===== config.mk =====
export PLATFORM = sky130hd
export DESIGN_NAME = ru_lsu
export DESIGN_NICKNAME = d
export VERILOG_FILES = /design/src/rtl/ru_lsu.sv
export SDC_FILE = /design/constraint.sdc
export NUM_CORES = 1
export LEC_CHECK = 0
export CAP_MARGIN = 15
export CELL_PAD_IN_SITES_DETAIL_PLACEMENT = 1
export CELL_PAD_IN_SITES_GLOBAL_PLACEMENT = 1
export CORE_MARGIN = 2
export CORE_UTILIZATION = 36
export CTS_BUF_LIST = sky130_fd_sc_hd__clkbuf_4
export CTS_CLUSTER_SIZE = 30
export DETAILED_ROUTE_END_ITERATION = 6
export PLACE_DENSITY_LB_ADDON = 0.05
export SLEW_MARGIN = 15
export SYNTH_ARGS = -nofsm -noshare
export SYNTH_HDL_FRONTEND = slang
export SYNTH_SLANG_ARGS = --single-unit

===== constraint.sdc =====
create_clock -name clk -period 2.5 [get_ports clk]
set_input_delay 0.75 -clock clk [delete_from_list [all_inputs] [get_ports clk]]
set_output_delay 0.75 -clock clk [all_outputs]
set_load 0.03 [all_outputs]

===== src/rtl/ru_lsu.sv =====
// Load/store initiator between the execute stage and a word-wide data RAM.
// Byte and halfword stores are done as a read-modify-write, because the RAM only writes whole words.
module ru_lsu #(
    parameter int MAX_WAIT = 16,
    parameter int CNT_W    = 5
) (
    input  logic        clk,
    input  logic        nRst,
    input  logic        req_valid,
    output logic        req_ready,
    input  logic        req_write,
    input  logic [2:0]  req_funct3,
    input  logic [31:0] req_addr,
    input  logic [31:0] req_wdata,
    output logic        resp_valid,
    output logic [31:0] resp_rdata,
    output logic        resp_err,
    output logic [31:0] mem_addr,
    output logic        mem_we,
    output logic [31:0] mem_wdata,
    input  logic [31:0] mem_rdata,
    input  logic        mem_busy,
    output logic [1:0]  dbg_state
);

    // Handshake: a request transfers on the rising edge where req_valid && req_ready.
    // req_ready is high only in IDLE. resp_valid is a single-cycle pulse, and it does not wait for a ready.
    typedef enum logic [1:0] {
        S_IDLE = 2'd0,
        S_RD   = 2'd1,
        S_WR   = 2'd2,
        S_RESP = 2'd3
    } state_t;

    localparam logic [CNT_W-1:0] WAIT_LAST = CNT_W'(MAX_WAIT > 0 ? MAX_WAIT - 1 : 0);

    state_t            state, state_next;
    logic [31:0]       addr_q, wdata_q, rdata_q;
    logic [2:0]        funct3_q;
    logic              write_q, err_q;
    logic [CNT_W-1:0]  wait_q;

    logic              bad_funct3, misaligned, req_err, rmw, timeout;
    logic [31:0]       byte_sel, half_sel, load_ext, merged;

    assign bad_funct3 = (req_funct3[1:0] == 2'b11) ||
                        (req_funct3[2] && (req_write || req_funct3[1]));
    assign misaligned = ((req_funct3[1:0] == 2'b01) && req_addr[0]) ||
                        ((req_funct3[1:0] == 2'b10) && (req_addr[1:0] != 2'b00));
    assign req_err    = bad_funct3 || misaligned;
    assign rmw        = write_q && (funct3_q[1:0] != 2'b10);
    assign timeout    = mem_busy && (MAX_WAIT > 0) && (wait_q == WAIT_LAST);

    assign byte_sel = mem_rdata >> {addr_q[1:0], 3'b000};
    assign half_sel = addr_q[1] ? {16'h0, mem_rdata[31:16]} : {16'h0, mem_rdata[15:0]};

    always_comb begin
        load_ext = mem_rdata;
        case (funct3_q)
            3'b000:  load_ext = {{24{byte_sel[7]}}, byte_sel[7:0]};
            3'b100:  load_ext = {24'h0, byte_sel[7:0]};
            3'b001:  load_ext = {{16{half_sel[15]}}, half_sel[15:0]};
            3'b101:  load_ext = {16'h0, half_sel[15:0]};
            default: load_ext = mem_rdata;
        endcase
    end

    always_comb begin
        merged = mem_rdata;
        if (funct3_q[1:0] == 2'b00) begin
            case (addr_q[1:0])
                2'd0: merged[7:0]   = wdata_q[7:0];
                2'd1: merged[15:8]  = wdata_q[7:0];
                2'd2: merged[23:16] = wdata_q[7:0];
                2'd3: merged[31:24] = wdata_q[7:0];
                default: merged = mem_rdata;
            endcase
        end else if (addr_q[1]) begin
            merged[31:16] = wdata_q[15:0];
        end else begin
            merged[15:0] = wdata_q[15:0];
        end
    end

    // Rejected requests spend one cycle in RD with err_q set and do not access the RAM.
    // This gives them the same two-cycle response time as a load.
    always_comb begin
        state_next = state;
        case (state)
            S_IDLE: if (req_valid)
                        state_next = (req_write && !req_err && req_funct3[1:0] == 2'b10) ? S_WR : S_RD;
            S_RD:   if (err_q || timeout)  state_next = S_RESP;
                    else if (!mem_busy)    state_next = rmw ? S_WR : S_RESP;
            S_WR:   if (!mem_busy || timeout) state_next = S_RESP;
            S_RESP: state_next = S_IDLE;
            default: state_next = S_IDLE;
        endcase
    end

    always_ff @(posedge clk or negedge nRst) begin
        if (!nRst) begin
            state    <= S_IDLE;
            addr_q   <= '0;
            wdata_q  <= '0;
            rdata_q  <= '0;
            funct3_q <= '0;
            write_q  <= 1'b0;
            err_q    <= 1'b0;
            wait_q   <= '0;
        end else begin
            state <= state_next;
            case (state)
                S_IDLE: if (req_valid) begin
                    addr_q   <= req_addr;
                    wdata_q  <= req_wdata;
                    funct3_q <= req_funct3;
                    write_q  <= req_write;
                    rdata_q  <= '0;
                    err_q    <= req_err;
                    wait_q   <= '0;
                end
                S_RD: if (!err_q) begin
                    if (!mem_busy) begin
                        if (rmw) begin
                            wdata_q <= merged;
                            wait_q  <= '0;
                        end else begin
                            rdata_q <= load_ext;
                        end
                    end else if (timeout) begin
                        err_q <= 1'b1;
                    end else begin
                        wait_q <= wait_q + 1'b1;
                    end
                end
                S_WR: if (mem_busy) begin
                    if (timeout) err_q  <= 1'b1;
                    else         wait_q <= wait_q + 1'b1;
                end
                default: ;
            endcase
        end
    end

    assign req_ready  = (state == S_IDLE);
    assign resp_valid = (state == S_RESP);
    assign resp_rdata = (state == S_RESP) ? rdata_q : 32'h0;
    assign resp_err   = (state == S_RESP) && err_q;
    assign mem_addr   = {addr_q[31:2], 2'b00};
    assign mem_we     = (state == S_WR);
    assign mem_wdata  = (state == S_WR) ? wdata_q : 32'h0;
    assign dbg_state  = state;

endmodule


Word-level counts from Yosys, hierarchy flattened
Index checks and enable logic that the tools add are counted.
{"block": "op_classes", "addsub": 1, "n_mul": 0, "n_div": 0, "magnitude_cmp": 0, "eq_ne": 26, "shifts": 1, "n_mux": 42, "bitwise_logic": 0, "reduce_logical": 31}
{"cell": "$mux W32", "n": 11}
{"cell": "$pmux W32 S2", "n": 2}
{"cell": "$pmux W32 S4", "n": 1}
{"cell": "$mux W16", "n": 3}
{"cell": "$mux W8", "n": 4}
{"cell": "$shr A32 B5 Y8", "n": 1}
{"cell": "$mux W5", "n": 6}
{"cell": "$pmux W5 S3", "n": 1}
{"cell": "$reduce_and A5 Y1", "n": 3}
{"cell": "$eq A2 B2 Y1 const B", "n": 6}
{"cell": "$ne A2 B2 Y1 const B", "n": 6}
{"cell": "$ne A3 B3 Y1 const B", "n": 4}
{"cell": "$mux W2", "n": 5}
{"cell": "$logic_and A1 B1 Y1", "n": 8}
{"cell": "$pmux W2 S4", "n": 1}
{"cell": "$mux W1", "n": 7}
{"cell": "$reduce_and A7 Y1", "n": 1}
{"cell": "$eq A2 B1 Y1 const B", "n": 3}
{"cell": "$eq A3 B3 Y1 const B", "n": 2}
{"cell": "$logic_not A2 Y1", "n": 3}
{"cell": "$logic_or A1 B1 Y1", "n": 6}
{"cell": "$ne A2 B1 Y1 const B", "n": 3}
{"cell": "$reduce_and A6 Y1", "n": 1}
{"cell": "$add A5 B1 Y5 const B", "n": 1}
{"cell": "other kinds (10)", "n": 12}
{"block": "word_totals", "ff_bits": 108, "latch_bits": 0, "ram_bits": 0, "rom_bits": 0, "inputBits": 104, "output_inout_bits": 102, "word_cells": 111, "memories": 0}

Depth between registers and ports, before layout
{"block": "logic_depth", "ltp_word": 10, "depth_mapped": 9, "mapped_depth_nobuf": 7}

Worst setup path after synthesis
Ideal clock, no wire load.
{"block": "synth_timing", "path_kind": "register to output", "start": "register state[0], in the netlist dbg_state[0]", "end": "output port mem_wdata[10]", "arrival_ps": 1749, "t_required_ps": 1750, "path_slack_ps": 1, "path_stages_with_launch": 6, "n_path_buf": 2, "cell_sequence": "dfrtp_1 -> inv_1 -> ha_1 -> buf_2 -> clkbuf_1 -> and2_1"}
{"block": "synth_via", "elab_chain_len": 2}
{"element": "start: declaration", "line_no": "37", "source": "state_t state, state_next;"}
{"element": "start signal: assignment", "line_no": "111", "source": "state <= state_next;"}
{"element": "$eq A2 B2 Y1"}
{"element": "via mem_we", "line_no": "19", "source": "output logic mem_we,"}
{"element": "$mux W32", "line_no": "151", "source": "assign mem_wdata = (state == S_WR) ? wdata_q : 32'h0;"}
{"element": "end: declaration", "line_no": "20", "source": "output logic [31:0] mem_wdata,"}
The timed path passes the listed nets, and every way through them passes these cells.

Final worst setup path
{"block": "layout_timing", "start": "register state[1], in the netlist dbg_state[1]", "end": "output port resp_rdata[13]"}
{"block": "layout_via", "elab_chain_len": 2}
{"element": "$eq A2 B2 Y1", "line_no": "147", "source": "assign resp_rdata = (state == S_RESP) ? rdata_q : 32'h0;"}
{"element": "$mux W32", "line_no": "147"}
{"element": "end: declaration", "line_no": "16", "source": "output logic [31:0] resp_rdata,"}
Every way passes these cells.

==> metrics.txt <==
initial antenna violation count 1; root buffer selected by CTS clkbuf_4; CTS sink cnt 108; LEAKAGE 3.97 nW; HP Class in2async; vias per cell 5.38; Worst-path clk slew 0.18 ns; largest area contributor in the netlist dfrtp_1; Hold WS 0.301 ns; I/O pin cnt 206; Yosys top cell area share 42.3%; final period utilization 97.5%; critical path launch point type flip-flop; vias in the first global route 6,032; CP Max Fanout 37; Critical Path Start dbg_state[1]$_DFFE_PN0P_; htree depth 3; Setup violations, final 0; TritonCTS Buffers 9; starting density of the core 36.9%; 1st-pass router iterations 7; Max VDD drop 0.684 mV; pwr dens 1210 nW/um^2; RSZ-0062 raised after global routing true; Max stage delay cell, worst path dfrtp_2; FFs w/ async S/R, synth 100%; final antenna-violating net count 0; crit-path cells ha_2 > buf_12 > and2_1 > buf_4; core area 17,300 um^2; Yosys cell types 60; I/O Buffers 203; Clock Skews 0.0143 ns; Post-Synthesis Cell Area 6390 um^2; Fin. Hold Viols 0; layout cell share with drive strength beyond 1 30.9%; ranking of synthesized cells by area dfrtp_1 42%, mux2_2 13%, and2_1 6.6%; HPWL after DPL 16,500 um; Post-synth top flop dfrtp_1; Post-Synthesis Cells 618; Worst-Skew Late Latency 0.48 ns; Ys Warns 0; fin util 53.6%; grt ovf 0; first-pass GRT wire length 32,800 um; leading cell types in the layout, fill and taps excluded 133 x clkdlybuf4s50_1, 106 x dfrtp_1, 71 x mux2_2; Reg2Reg Launch Point dbg_state[0]$_DFFE_PN0P_; EDFF count, synth 0; kind of critical path reg2out; largest net degree at the start of global routing 109; Slew HR 47.5%; CP max stage delay 0.47 ns; row count 48; total wire length 21,600 um; crit path DAT 1.69 ns; minimum clock period 2.44 ns; drt first-iter violations 297; delay-heaviest family, CP flip-flops; Seq/Total Area, Yosys 42.3%; Max Slew Vio Count 0; DR WL/cell 20.9 um; width of the die 137 um; nets@finish 916; Seq cells post-synth 108; Least-Margin Pin Slew 0.788 ns; failing checks design-rule violations; Die H 137 um; CTS max path bufs 2; fmax 410 MHz; WP buf/inv 2; die area 18,800 um^2; status finished with violations; Syn Area/Cell 10.3 um^2; # fillers 1,848; most common cell after layout, fill and taps aside clkdlybuf4s50_1; gpl congestion 0.888; Critical Path RT 1.75 ns; Total GRT Usage 22.8%; P&R area growth vs syn 45.1%; DRC 11; max_cap viols 0; setup TNS 0 ns; CTS tree built; crit path capture type primary output; via count 5,582
## worst paths after layout
check                      depth (start not counted)  slack (ns)                 endpoint
hold / removal                                     2        0.30  wdata_q[27]$_DFFE_PN0P_
setup reg to reg                                   8        0.28  wdata_q[22]$_DFFE_PN0P_
hold reg to reg                                    1        0.51    wait_q[3]$_DFFE_PN0P_
min in group clk                                   1        0.51    wait_q[3]$_DFFE_PN0P_
setup / recovery                                   4        0.06           resp_rdata[13]
max in group asynchronous                          2        1.69   addr_q[21]$_DFFE_PN0P_
## per-stage QoR
stage               instances  power, W  worst slack [ns]  area, um^2
floorplan                 619   0.00761          0.000988        6390
finish                   1037    0.0112            0.0627        9270
detailed placement       1013    0.0101            -0.246        8900
CTS                      1030    0.0111           -0.0116        9090
global placement         1013   0.00984            -0.190        8900
global route             1037    0.0119           -0.0343        9270
## Yosys cell counts (3+ instances only)
cell type,number
o2bb2ai_1,7
a211o_1,3
o31ai_1,9
mux2i_1,8
nor2_1,14
nand2b_1,22
inv_1,21
o211ai_1,3
dfrtp_1,108
buf_4,36
a221o_1,7
ha_1,6
buf_2,10
o21ai_0,41
buf_6,4
a22o_1,20
and2_1,67
a31oi_1,5
nor3_1,6
nand2_1,33
a222oi_1,7
nand3_1,10
clkbuf_1,25
o21ai_1,3
and3_1,3
a221oi_1,9
o221ai_1,16
mux2_2,71
a21oi_2,3
nor2b_1,5
## cell type report
cell class	count	area (um^2)	share of cell area [%]
Antenna cell	1	2.50	0.0270
Clock buffer	9	67.6	0.729
Clock inverter	7	51.3	0.553
Inverter	22	82.6	0.891
Multi-Input combinational cell	414	3230	34.9
Sequential cell	108	2710	29.2
Tap cell	225	282	3.04
Timing Repair Buffer	251	2850	30.7
## what timing repair did
| action | CTS | global route |
|---|---|---|
| endpoints found under the setup margin | 66 | 67 |
| gates cloned | 0 | 1 |
| buffers inserted | 1 | 5 |
| hold buffers | 0 | 0 |
| gates resized for setup | 24 | 36 |
| endpoints found under the hold margin | 0 | 0 |
## report_power, final
group | total, W | switching, W | internal (W)
Sequential | 0.00308 | 0.000605 | 0.00247
Clock | 0.000850 | 0.000639 | 0.000211
Combinational | 0.00727 | 0.00385 | 0.00342
## worst register-to-register path, stage by stage, from the launching register on
cell and delay (ns):
dfrtp_2 0.49, buf_4 0.15, ha_2 0.23, buf_4 0.20, o21ai_2 0.07, o211ai_1 0.13, buf_4 0.18, or3_1 0.47
o221ai_1 0.24
## layer usage
metal / track usage, % / part of all wire (%)
met1: 27.9 / 40
met3: 4.64 / 6.2
met2: 40.4 / 52
met4: 7.27 / 1.7
met5: 0 / 0
## state kept, by name (all words and copies together) (netlist names)
| name | cells |
|---|---|
| write_q | 1 |
| err_q | 1 |
| rdata_q | 32 |
| wdata_q | 32 |
| funct3_q | 3 |
| wait_q | 5 |
| addr_q | 32 |
| dbg_state | 2 |
## cells by family after synthesis
logic type	after synthesis	share of synthesized area [%]
AOI/OAI and AO/OA	154	18.6
adders and majority gates	6	1.18
buffers and inverters	97	8.48
DFF	108	42.3
muxes	80	14.1
other	1	0.0587
and+or+nand+nor	172	15.2
Note: power is estimated with default switching activity, not from simulation.
